===== src/rtl/xbutton_ctrl.sv =====
// Push-button peripheral: synchronises and debounces raw pins, latches press/release
// events (write-1-to-clear) and raises a level interrupt for enabled events.
module xbutton_ctrl #(
   parameter int unsigned N_BTN   = 2,
   parameter int unsigned DEB_W   = 16,
   parameter int unsigned DEB_RST = 50000,
   parameter int unsigned DATA_W  = 32
) (
   input  logic              clk,
   input  logic              rst_n,
   input  logic              sel,
   input  logic              we,
   input  logic [1:0]        addr,
   input  logic [DATA_W-1:0] data_in,
   output logic [DATA_W-1:0] data_to_rd,
   input  logic [N_BTN-1:0]  btn_raw,
   output logic [N_BTN-1:0]  button_state,
   output logic              irq
);

   logic [N_BTN-1:0]   sync1_q, sync_q;
   logic [N_BTN-1:0]   stable_q, stable_d;
   logic [DEB_W-1:0]   cnt_q [N_BTN];
   logic [DEB_W-1:0]   cnt_d [N_BTN];
   logic [2*N_BTN-1:0] event_q, event_d, ev_clr;
   logic [2*N_BTN-1:0] irq_en_q, irq_en_d;
   logic [DEB_W-1:0]   lim_q, lim_d;
   logic [DEB_W-1:0]   lim_m1;
   logic               irq_q;
   logic               wr_en;
   logic               unused_data;

   assign unused_data = ^data_in;
   assign wr_en       = sel & we;

   // A limit of 0 behaves as 1; compare with >= so a lowered limit qualifies at once.
   assign lim_m1 = (lim_q == '0) ? '0 : lim_q - DEB_W'(1);

   always_comb begin
      stable_d = stable_q;
      for (int i = 0; i < N_BTN; i++) begin
         cnt_d[i] = '0;
         if (sync_q[i] != stable_q[i]) begin
            if (cnt_q[i] >= lim_m1) begin
               stable_d[i] = sync_q[i];
            end else begin
               cnt_d[i] = cnt_q[i] + DEB_W'(1);
            end
         end
      end
   end

   always_comb begin
      ev_clr   = '0;
      irq_en_d = irq_en_q;
      lim_d    = lim_q;
      if (wr_en) begin
         case (addr)
            2'd1:    ev_clr   = data_in[2*N_BTN-1:0];
            2'd2:    irq_en_d = data_in[2*N_BTN-1:0];
            2'd3:    lim_d    = data_in[DEB_W-1:0];
            default: ;
         endcase
      end
      // Set wins over a simultaneous clear.
      event_d = (event_q & ~ev_clr) | {stable_q & ~stable_d, stable_d & ~stable_q};
   end

   always_ff @(posedge clk or negedge rst_n) begin
      if (!rst_n) begin
         sync1_q  <= '0;
         sync_q   <= '0;
         stable_q <= '0;
         for (int i = 0; i < N_BTN; i++) cnt_q[i] <= '0;
         event_q  <= '0;
         irq_en_q <= '0;
         lim_q    <= DEB_W'(DEB_RST);
         irq_q    <= 1'b0;
      end else begin
         sync1_q  <= btn_raw;
         sync_q   <= sync1_q;
         stable_q <= stable_d;
         for (int i = 0; i < N_BTN; i++) cnt_q[i] <= cnt_d[i];
         event_q  <= event_d;
         irq_en_q <= irq_en_d;
         lim_q    <= lim_d;
         irq_q    <= |(event_q & irq_en_q);
      end
   end

   always_comb begin
      data_to_rd = '0;
      if (sel) begin
         case (addr)
            2'd0:    data_to_rd[N_BTN-1:0]   = stable_q;
            2'd1:    data_to_rd[2*N_BTN-1:0] = event_q;
            2'd2:    data_to_rd[2*N_BTN-1:0] = irq_en_q;
            default: data_to_rd[DEB_W-1:0]   = lim_q;
         endcase
      end
   end

   assign button_state = stable_q;
   assign irq          = irq_q;

endmodule


===== config.mk =====
export PLATFORM = sky130hd
export DESIGN_NAME = xbutton_ctrl
export DESIGN_NICKNAME = d
export VERILOG_FILES = /design/src/rtl/xbutton_ctrl.sv
export SDC_FILE = /design/constraint.sdc
export NUM_CORES = 1
export LEC_CHECK = 0
export CAP_MARGIN = 20
export CORE_MARGIN = 5
export CORE_UTILIZATION = 55
export CTS_CLUSTER_DIAMETER = 80
export DETAILED_ROUTE_END_ITERATION = 8
export DONT_BUFFER_PORTS = 1
export PLACE_DENSITY = 0.7
export SLEW_MARGIN = 20
export SYNTH_ARGS = -nofsm -noshare
export SYNTH_HDL_FRONTEND = slang
export SYNTH_SLANG_ARGS = --single-unit

===== constraint.sdc =====
create_clock -name clk -period 3.52 [get_ports clk]
set_input_delay 0.352 -clock clk [delete_from_list [all_inputs] [get_ports clk]]
set_output_delay 0.352 -clock clk [all_outputs]
set_load 0.03 [all_outputs]

Word level (Yosys, flattened, before mapping)
Cells that the tools add are included.

Add/subtract/negate cells: 3. Order comparisons: 2. Eq/ne operators: 5. Multiplexer cells: 15. Bitwise gates (word level): 9. Reduce and logical (&&, ||, !) cells: 6.

Operators by type and width (number): $mux 16 (6); $add 16x1->16 const B (2); $ge 16x16->1 (2); $logic_not 16->1 (1); $sub 16x1->16 const B (1); $mux 12 (1); $pmux 2 s3 (2); $and 4x4->4 (2); $mux 4 (2); $and 2x2->2 (2); $eq 2x2->1 const B (2); $mux 1 (4); $not 2->2 (2); $not 4->4 (1); $or 4x4->4 (1); $reduce_and 2->1 (2); $reduce_or 4->1 (1); $reduce_or 3->1 (1); $eq 2x1->1 const B (1); $logic_not 2->1 (1); $ne 1x1->1 (2); $and 1x1->1 (1).

Register bits after elaboration: 63. Input port bits: 40. Output and inout bits: 35. Word-level logic and storage cells: 49.

Logic depth before layout (Yosys ltp)
Word-level depth: 8. Mapped depth: 14. Mapped depth without buffers: 12.

Worst setup path after synthesis
OpenSTA, ideal clock, no wires.

Kind: register to register. Start point: register lim_q[3]. End point: register cnt_q[23] in the netlist's numbering. Setup time: 0.121 ns. Data arrival time: 3.284 ns. Required time: 3.399 ns. Setup slack: 0.114 ns. Stages on the path, launching flop included: 13. Path buffers: 1. Path through: dfrtp_1 -> or4_4 -> nor4b_4 -> nand3_1 -> nor3_2 -> mux2i_1 -> ha_1 -> nand4_1 -> or3_1 -> o32a_1 -> nand4_1 -> buf_2 -> nor2_1.

RTL lines: from (decl) (line 27) `logic [DEB_W-1:0] lim_q, lim_d;`; from (signal assigned) (line 77) `lim_q <= DEB_W'(DEB_RST);`; from (signal assigned) (line 86) `lim_q <= lim_d;`; to (decl) (line 23) `logic [DEB_W-1:0] cnt_q [N_BTN];`.

==> flow_summary.yaml <==
floorplan:
  chipHeight_um: 95.5
  die_area_um2: 9120
  num_io_pins: 75
  die_w_um: 95.5
  row_count: 31
  initial_core_util: 0.560
  core_um2: 7180
timing:
  fin_crit_ps: 3490
  fmax_mhz: 287
  rsz0062_at_grt: "yes"
  slew_violations: 0
  hold_viol: 0
  slew_headroom: 0.481
  skew_ps: 7.47
  fin_setup_tns_ps: 0
  fin_crit_sh: 0.990
  worst_slew_pin_slew_ps: 776
  setup_violations: 0
setup_path:
  cp_max_fo: 8
  r2r_cells: 13
  start_kind: "register"
  required_ps: 3790
  worst_setup_path_end_kind: "register"
  critPathKind: "register to register"
  cp.arrival_ps: 3750
  r2r_slack_ps: 30
power_and_ir_drop:
  intPower_w: 0.00151
  p_per_area_nw_per_um2: 482
  comb_power_share: 0.300
  power_frac_seq: 0.403
  leakagePower_nw: 2.15
  p_total_w: 0.00228
  clock_power_share: 0.297
  power.share.switching: 0.341
  switching_power_w: 0.000778
  vdd.ir_drop.worst_v: 0.000313
logic_synthesis:
  synth_seq_cells: 63
  synth_edf_count: 0
  yosysTopAreaCellShare: 0.355
  ys_types: 45
  synthTopCellsByArea: "dfrtp_1 (35%), ha_1 (11%), mux2_2 (6.4%), xor2_1 (6.3%), nor2_1 (4.1%)"
  yosysWarnings: 0
  ys_seq_area_frac: 0.394
  avgSynthCellArea_um2: 9.90
  synth_top_cell_by_area: "dfrtp_1"
  synth.cell_area_um2: 4020
  synthFlopType: "dfrtp_1"
  ys_async_sr_fraction: 1.00
  netlist_instances: 406
routing:
  first_pass_iters: 4
  wire_per_inst_um: 17.2
  wl_um: 9110
  viasPerCell: 5.75
  via_count: 3047
  drtAntennaViolNets: 0
  drc: 0
  drtIter0Drc: 141
global_routing:
  grt_pass1_vias: 3075
  grt_antenna_before_repair: 0
  grt_overflow: 0
  grt_pass1_wl_um: 14500
  grt_start_max_net_pins: 64
  grt_use_total: 0.207
clock_tree:
  cts_tree: "built"
  cts_buffers: 9
  path_clk_slew_ps: 70
  cts_root_buf: "clkbuf_8"
  clock-sinks: 63
  cts_max_level: 3
  clk_latency_ps: 350
  clk_path_buf_depth: 2
min_path:
  hold_path_class: "primary input to register"
  holdPathStages: 0
final_layout:
  fin_nets: 502
  n_fill_cell: 524
  area_growth_pct: 18.0
  num_antenna_cells: 0
  drive_gt1_frac: 0.253
  final_common_cell: "dfrtp_1"
  layout_common_cells: "dfrtp_1 (57), nor2_1 (34), nand2_1 (31), ha_1 (31), xor2_1 (29)"
placed_design:
  port_buffers: 0
  place_congestion: 0.835
  hpwl_um: 6270
run:
  cap_viol_max_count: 0
outcome:
  status: "finished, final reports clean"
-- metrics by stage --
stage	area, µm²	hold WS (ps)	utilization	std cells	setup WS (ps)
after global placement	4140	58.9	0.576	506	2.26
after global routing	4740	13.7	0.661	530	-114
after floorplan	4080	56.4	-	421	114
final	4740	32.2	0.661	530	34.1
after detailed placement	4140	59.0	0.576	506	-101
after CTS	4420	24.5	0.615	526	5.09
-- cell families (layout without fill, tap and decap cells) --
group	count (synthesis)	in the layout	synth area share
adders and majority gates	36	36	0.112
other	1	16	0.000933
xor gates and xnor gates	41	41	0.0893
muxes	27	27	0.0806
and+or+nand+nor	167	167	0.215
DFF	63	63	0.394
buffers and inverters	38	48	0.0532
AOI/OAI and AO/OA	33	33	0.0548
-- state kept, by name, indices dropped and copies added, names as in the netlist --
| register | count |
|---|---|
| button_state | 2 |
| cnt_q | 32 |
| event_q | 4 |
| irq | 1 |
| irq_en_q | 4 |
| lim_q | 16 |
| sync1_q | 2 |
| sync_q | 2 |
-- timing repair --
action / 4_1_cts / 5_1_grt
hold endpoints to repair: 63 / 0
hold buffers: 2 / 0
resized for setup: 5 / 59
gates cloned: 0 / 3
pin swaps: 2 / 23
endpoints found under the setup margin: 38 / 38
buffers inserted: 2 / 1
-- worst paths after layout --
path	start	endpoint
hold reg to reg	sync1_q[1]	sync_q[1]
hold / removal	btn_raw[0]	sync1_q[0]
max in group asynchronous	rst_n	lim_q[6]
setup / recovery	lim_q[3]	cnt_q[15]
setup reg to reg	lim_q[3]	cnt_q[15]
min in group asynchronous	rst_n	cnt_q[25]
-- final cells by class --
type / count / area, µm² / area share
well taps: 99 / 124 / 0.0261
inverters: 12 / 45.0 / 0.00950
multi-input cells: 320 / 2560 / 0.539
clock buffers: 13 / 169 / 0.0356
clock inverters: 3 / 40.0 / 0.00844
flip-flops and latches: 63 / 1580 / 0.334
repair buffers: 20 / 223 / 0.0470
-- layer usage --
| layer | vias up | share of wire | GRT usage |
|---|---|---|---|
| li1 | 1423 | - | - |
| met1 | 1531 | 0.44 | 0.274 |
| met2 | 80 | 0.50 | 0.335 |
| met3 | 13 | 0.039 | 0.0505 |
| met4 | 0 | 0.017 | 0.0640 |
| met5 | - | 0 | 0 |
-- power by group through the flow --
stage | logic, W | registers (W) | clock network (W)
global placement | 0.000499 | 0.000922 | 0
floorplan | 0.000403 | 0.000906 | 0
CTS | 0.000552 | 0.000915 | 0.000683
detailed placement | 0.000519 | 0.000928 | 0
global route | 0.000753 | 0.000932 | 0.000723
finish | 0.000686 | 0.000921 | 0.000678
-- worst max-delay path: stages, from the launching register on --
cell	delay (ps)
dfrtp_1	390
or4_4	530
nor4b_4	340
buf_4	200
nand4b_1	140
buf_6	180
nand2_2	90
ha_1	250
a21o_1	170
a21oi_2	140
o211ai_1	150
or4_4	540
buf_6	160
nor2_1	130
-- cells in the mapped netlist (5+ instances only) --
cell type,count
nand3_1,14
dfrtp_1,57
xor2_1,29
and4_1,5
o21ai_0,5
mux2_2,23
inv_1,12
ha_1,36
a21oi_1,11
nand2b_1,6
and2_1,15
nor3_1,6
xnor2_1,12
nor2_1,44
nand4_1,12
and3_1,10
buf_4,16
dfstp_2,6
nand2_1,38
clkbuf_1,6
Power figures use the tool's default switching activity.
